[config.mk]
export PLATFORM = sky130hd
export DESIGN_NAME = div_unit
export DESIGN_NICKNAME = d
export VERILOG_FILES = /design/src/rtl/div_unit.sv
export SDC_FILE = /design/constraint.sdc
export NUM_CORES = 1
export LEC_CHECK = 0
export CAP_MARGIN = 5
export CELL_PAD_IN_SITES_DETAIL_PLACEMENT = 0
export CELL_PAD_IN_SITES_GLOBAL_PLACEMENT = 1
export CORE_MARGIN = 3
export CORE_UTILIZATION = 39
export CTS_BUF_LIST = sky130_fd_sc_hd__clkbuf_4 sky130_fd_sc_hd__clkbuf_8 sky130_fd_sc_hd__clkbuf_16
export CTS_CLUSTER_DIAMETER = 100
export DETAILED_ROUTE_END_ITERATION = 12
export PLACE_DENSITY_LB_ADDON = 0.12
export SLEW_MARGIN = 0
export SYNTH_ARGS = -nofsm -noshare
export SYNTH_HDL_FRONTEND = slang
export SYNTH_SLANG_ARGS = --single-unit
[constraint.sdc]
create_clock -name clk -period 6 [get_ports clk]
set_input_delay 1.8 -clock clk [delete_from_list [all_inputs] [get_ports clk]]
set_output_delay 1.8 -clock clk [all_outputs]
set_load 0.03 [all_outputs]
[src/rtl/div_unit.sv]
// Iterative restoring divider for RV64 M-extension DIV/DIVU/REM/REMU and their W variants.
// Retires one quotient bit per cycle; divide-by-zero and signed overflow finish in one cycle.
module div_unit #(
    parameter int XLEN = 64
) (
    input  logic            clk,
    input  logic            rst,
    input  logic            flush,
    input  logic            start,
    input  logic [1:0]      op,
    input  logic            word,
    input  logic [XLEN-1:0] rs1_data,
    input  logic [XLEN-1:0] rs2_data,
    input  logic [4:0]      rd_in,
    output logic            busy,
    output logic            valid,
    output logic [XLEN-1:0] result,
    output logic [4:0]      rd_out
);

    typedef enum logic [1:0] {IDLE, CALC, DONE} state_t;

    localparam int CW = $clog2(XLEN);

    function automatic logic [XLEN-1:0] word_fix(input logic [XLEN-1:0] v, input logic w);
        return w ? {{(XLEN-32){v[31]}}, v[31:0]} : v;
    endfunction

    state_t          state, state_nxt;
    logic [XLEN-1:0] dvsr, rem, quo;
    logic [CW-1:0]   cnt;
    logic            neg_q, neg_r, is_rem, is_word;
    logic [4:0]      rd_tag;

    logic            is_signed, a_neg, b_neg, div_zero, overflow, bypass, accept;
    logic [XLEN-1:0] a_ext, b_ext, a_mag, b_mag, bypass_val;
    logic            q_msb, ge;
    logic [XLEN:0]   rem_shift, diff;
    logic [XLEN-1:0] rem_nxt, quo_nxt, q_fin, r_fin, final_val;

    // Operand conditioning happens on the request itself so the captured state is already magnitudes.
    assign is_signed = ~op[0];
    assign a_ext = word ? (is_signed ? {{(XLEN-32){rs1_data[31]}}, rs1_data[31:0]}
                                     : {{(XLEN-32){1'b0}}, rs1_data[31:0]})
                        : rs1_data;
    assign b_ext = word ? (is_signed ? {{(XLEN-32){rs2_data[31]}}, rs2_data[31:0]}
                                     : {{(XLEN-32){1'b0}}, rs2_data[31:0]})
                        : rs2_data;
    assign a_neg = is_signed & a_ext[XLEN-1];
    assign b_neg = is_signed & b_ext[XLEN-1];
    assign a_mag = a_neg ? -a_ext : a_ext;
    assign b_mag = b_neg ? -b_ext : b_ext;

    assign div_zero = (b_ext == '0);
    assign overflow = is_signed && (&b_ext) &&
                      (word ? (rs1_data[31:0] == 32'h8000_0000)
                            : (rs1_data == {1'b1, {(XLEN-1){1'b0}}}));
    assign bypass   = div_zero | overflow;
    assign bypass_val = div_zero ? (op[1] ? a_ext : '1)
                                 : (op[1] ? '0    : a_ext);

    assign accept = start && (state != CALC) && !flush;

    // One restoring step; in word mode the dividend bits are fed from bit 31.
    assign q_msb     = is_word ? quo[31] : quo[XLEN-1];
    assign rem_shift = {rem, q_msb};
    assign ge        = (rem_shift >= {1'b0, dvsr});
    assign diff      = rem_shift - {1'b0, dvsr};
    assign rem_nxt   = ge ? diff[XLEN-1:0] : rem_shift[XLEN-1:0];
    assign quo_nxt   = {quo[XLEN-2:0], ge};
    assign q_fin     = neg_q ? -quo_nxt : quo_nxt;
    assign r_fin     = neg_r ? -rem_nxt : rem_nxt;
    assign final_val = word_fix(is_rem ? r_fin : q_fin, is_word);

    always_ff @(posedge clk) begin
        if (rst) state <= IDLE;
        else     state <= state_nxt;
    end

    always_comb begin
        state_nxt = state;
        unique case (state)
            IDLE, DONE: state_nxt = accept ? (bypass ? DONE : CALC) : IDLE;
            CALC:       state_nxt = (cnt == '0) ? DONE : CALC;
            default:    state_nxt = IDLE;
        endcase
        if (flush) state_nxt = IDLE;
    end

    // Result and tag change only when an operation completes, so they hold through idle time.
    always_ff @(posedge clk) begin
        if (rst) begin
            dvsr    <= '0;
            rem     <= '0;
            quo     <= '0;
            cnt     <= '0;
            neg_q   <= 1'b0;
            neg_r   <= 1'b0;
            is_rem  <= 1'b0;
            is_word <= 1'b0;
            rd_tag  <= '0;
            result  <= '0;
            rd_out  <= '0;
        end else if (accept) begin
            dvsr    <= b_mag;
            quo     <= a_mag;
            rem     <= '0;
            cnt     <= word ? CW'(31) : CW'(XLEN-1);
            neg_q   <= a_neg ^ b_neg;
            neg_r   <= a_neg;
            is_rem  <= op[1];
            is_word <= word;
            rd_tag  <= rd_in;
            if (bypass) begin
                result <= word_fix(bypass_val, word);
                rd_out <= rd_in;
            end
        end else if (state == CALC && !flush) begin
            quo <= quo_nxt;
            rem <= rem_nxt;
            cnt <= cnt - 1'b1;
            if (cnt == '0) begin
                result <= final_val;
                rd_out <= rd_tag;
            end
        end
    end

    assign busy  = (state == CALC);
    assign valid = (state == DONE);

endmodule

==> results_dict.tcl <==
set metrics [dict create \
    seq_area_frac_synth_pct 22.0 \
    skew_ns 0.0355 \
    yosysTopAreaCellShare_pct 22.0 \
    syn_area_um2 25300 \
    worstPathRequired_ns 6.50 \
    grt_pass1_wl_um 186000 \
    drtAntennaViolNets 0 \
    worst_slack_ns 0.247 \
    portBuffers 210 \
    cp_max_fo 5 \
    placed_area_um2 29600 \
    power_mw 7.62 \
    drive_gt1_share_pct 11.4 \
    grt_pass1_vias 28300 \
    dp_hpwl_um 100000 \
    synth_warnings 0 \
    finalInstanceArea_um2 31100 \
    fin_crit_ns 5.75 \
    drv_slew 0 \
    slew_headroom_pct 20.8 \
    rows 92 \
    track_usage_pct 36.3 \
    cts_root_buffer "clkbuf_16" \
    cts-htree-levels 2 \
    synth_cell_types 105 \
    remaining_drc_errors 0 \
    syn_nets 3819 \
    setup_viol 0 \
    synth_most_common_cell "nand2_1" \
    antenna_found_initial 6 \
    wirelength_um 127000 \
    die_area_um2 68000 \
    synth-async-reset-ratio_pct 0 \
    maxCapViolCount 0 \
    utilization_pct 48.9 \
    final_nets 4089 \
    max_freq_ghz 0.174 \
    synth_edf_count 0 \
    dr.first_iter.drc_count 3396 \
    ys_seq_elements 278 \
    power_density_nw_per_um2 245 \
    syn_avg_cell_area_um2 7.01 \
    synth.top_cells.by_count "nand2_1, nor2_1, a21oi_1" \
    synth.area.top_cells "dfxtp_1, nand2_1, nor2_1" \
    vias_per_cell 6.32 \
    synthToLayoutAreaGrowth_pct 22.9 \
    fp.dieW_um 261 \
    synthCells 3608 \
    critPathArrivalTime_ns 6.25 \
    core_area_um2 63700 \
    die_h_um 261 \
    start_util_pct 39.7 \
    place_congestion 1.05 \
    setup.worst_path.class "reg2reg" \
    startpoint_type "flop" \
    globalRouteOverflowTotal 0 \
    dp_slack_ns -0.145 \
    cts.path.max_buffers 3 \
    hold_viol_final 0 \
    fin_setup_tns_ns 0 \
    status "complete, no violations" \
    worst_pin_slew_ns 1.17 \
    io_pins 211 \
    grt_start_max_net_pins 149 \
    fill_cells 6453 \
    numCtsBuffers 39 \
    endpoint_kind "flop" \
    cts.sinks 278 \
    antenna_cells 0 \
    peakVddDrop_v 0.000214 \
    rsz0062_at_grt "no" \
    dominantRegCellSynth "dfxtp_1" \
    wl_per_cell_um 26.8 \
    finalCritPeriodShare_pct 95.9 \
    clk_pin_slew_ns 0.07 \
    leakagePower_nw 11.4 \
    cts_tree "built" \
    clk_latency_ns 0.58 \
    vias 30000 \
    hold_class "reg2reg" \
    synth_top_area_cell "dfxtp_1" \
    dr.pass1.iters 6 \
]
-- path summary, 6_finish.rpt --
path / from / to / slack [ns] / depth (start not counted)
max: is_word$_SDFFE_PP0P_ / result[63]$_SDFFE_PP0P_ / 0.25 / 17
min: result[47]$_SDFFE_PP0P_ / result[47]$_SDFFE_PP0P_ / 0.45 / 2
min reg2reg: result[47]$_SDFFE_PP0P_ / result[47]$_SDFFE_PP0P_ / 0.45 / 2
max reg2reg: is_word$_SDFFE_PP0P_ / result[63]$_SDFFE_PP0P_ / 0.25 / 17
-- routing by layer --
| metal | up-vias | global-route usage, % | share of wire (%) |
|---|---|---|---|
| li1 | 13800 | - | - |
| met1 | 14400 | 49.5 | 43 |
| met2 | 1549 | 54.8 | 43 |
| met3 | 259 | 9.19 | 10 |
| met4 | 0 | 13.8 | 4.2 |
| met5 | - | 0 | 0 |
-- registers in the layout, summed over array words and instances, names as in the netlist --
register	cells
is_rem	1
cnt	6
state	2
rd_out	5
neg_r	1
rem	64
quo	64
dvsr	64
result	64
rd_tag	5
is_word	1
neg_q	1
-- placed cells by master (no fill, tap or decap), drive strengths merged, types with 102 or more instances in the layout --
master,count
nand2,494
nor2,408
a21oi,297
buf,279
dfxtp,278
o21ai,221
clkdlybuf4s50,208
a211oi,130
xnor2,126
xor2,119
nor3,102
-- power breakdown --
part / internal (mW) / switching, mW
Clock: 1.58 / 1.01
Sequential: 1.92 / 0.109
Combinational: 1.11 / 1.88
Total: 4.62 / 3.00
-- area by class of cell --
class	count	area, um^2	share of cell area (%)
multi-input combinational	2974	18500	59.5
sequential	278	5570	17.9
timing repair buffer	487	4190	13.5
clock buffer	55	1170	3.76
tap	846	1060	3.40
inverter	98	368	1.18
clock inverter	16	236	0.760
-- logic make-up (layout without fill, tap and decap cells) --
logic type / Yosys count / after routing / share of synthesized area (%)
fa+ha+maj: 123 / 123 / 5.60
mux: 54 / 54 / 2.17
compound gates: 1136 / 1136 / 30.3
simple gates: 1416 / 1416 / 26.0
xor+xnor: 245 / 245 / 8.48
buf+inv: 356 / 656 / 5.48
flops: 278 / 278 / 22.0
-- repair_timing --
item	4_1_cts	5_1_grt
resized for setup	0	20
hold buffers	0	0
setup buffers	0	3
endpoints found under the setup margin	0	17
-- metrics by stage --
stage	instances	hold slack [ns]
finish	4754	0.449
global route	4754	0.462
CTS	4751	0.455
detailed placement	4680	0.441
global placement	4680	0.441
floorplan	3608	0.432
-- critical path, stage by stage, from the launching register on --
cell      delay (ns)
dfxtp_1         0.32
mux2_2          0.29
inv_1           0.05
ha_1            0.20
fa_1            0.40
nand2b_1        0.19
a21oi_1         0.48
o211ai_1        0.44
a31o_2          0.41
a21bo_2         0.26
a221o_1         0.36
o31a_1          0.35
a211oi_4        0.32
o211ai_2        0.22
or4_4           0.59
nor3_2          0.21
mux2_1          0.37
o221ai_1        0.21
Note: power is estimated with default switching activity, not from simulation.
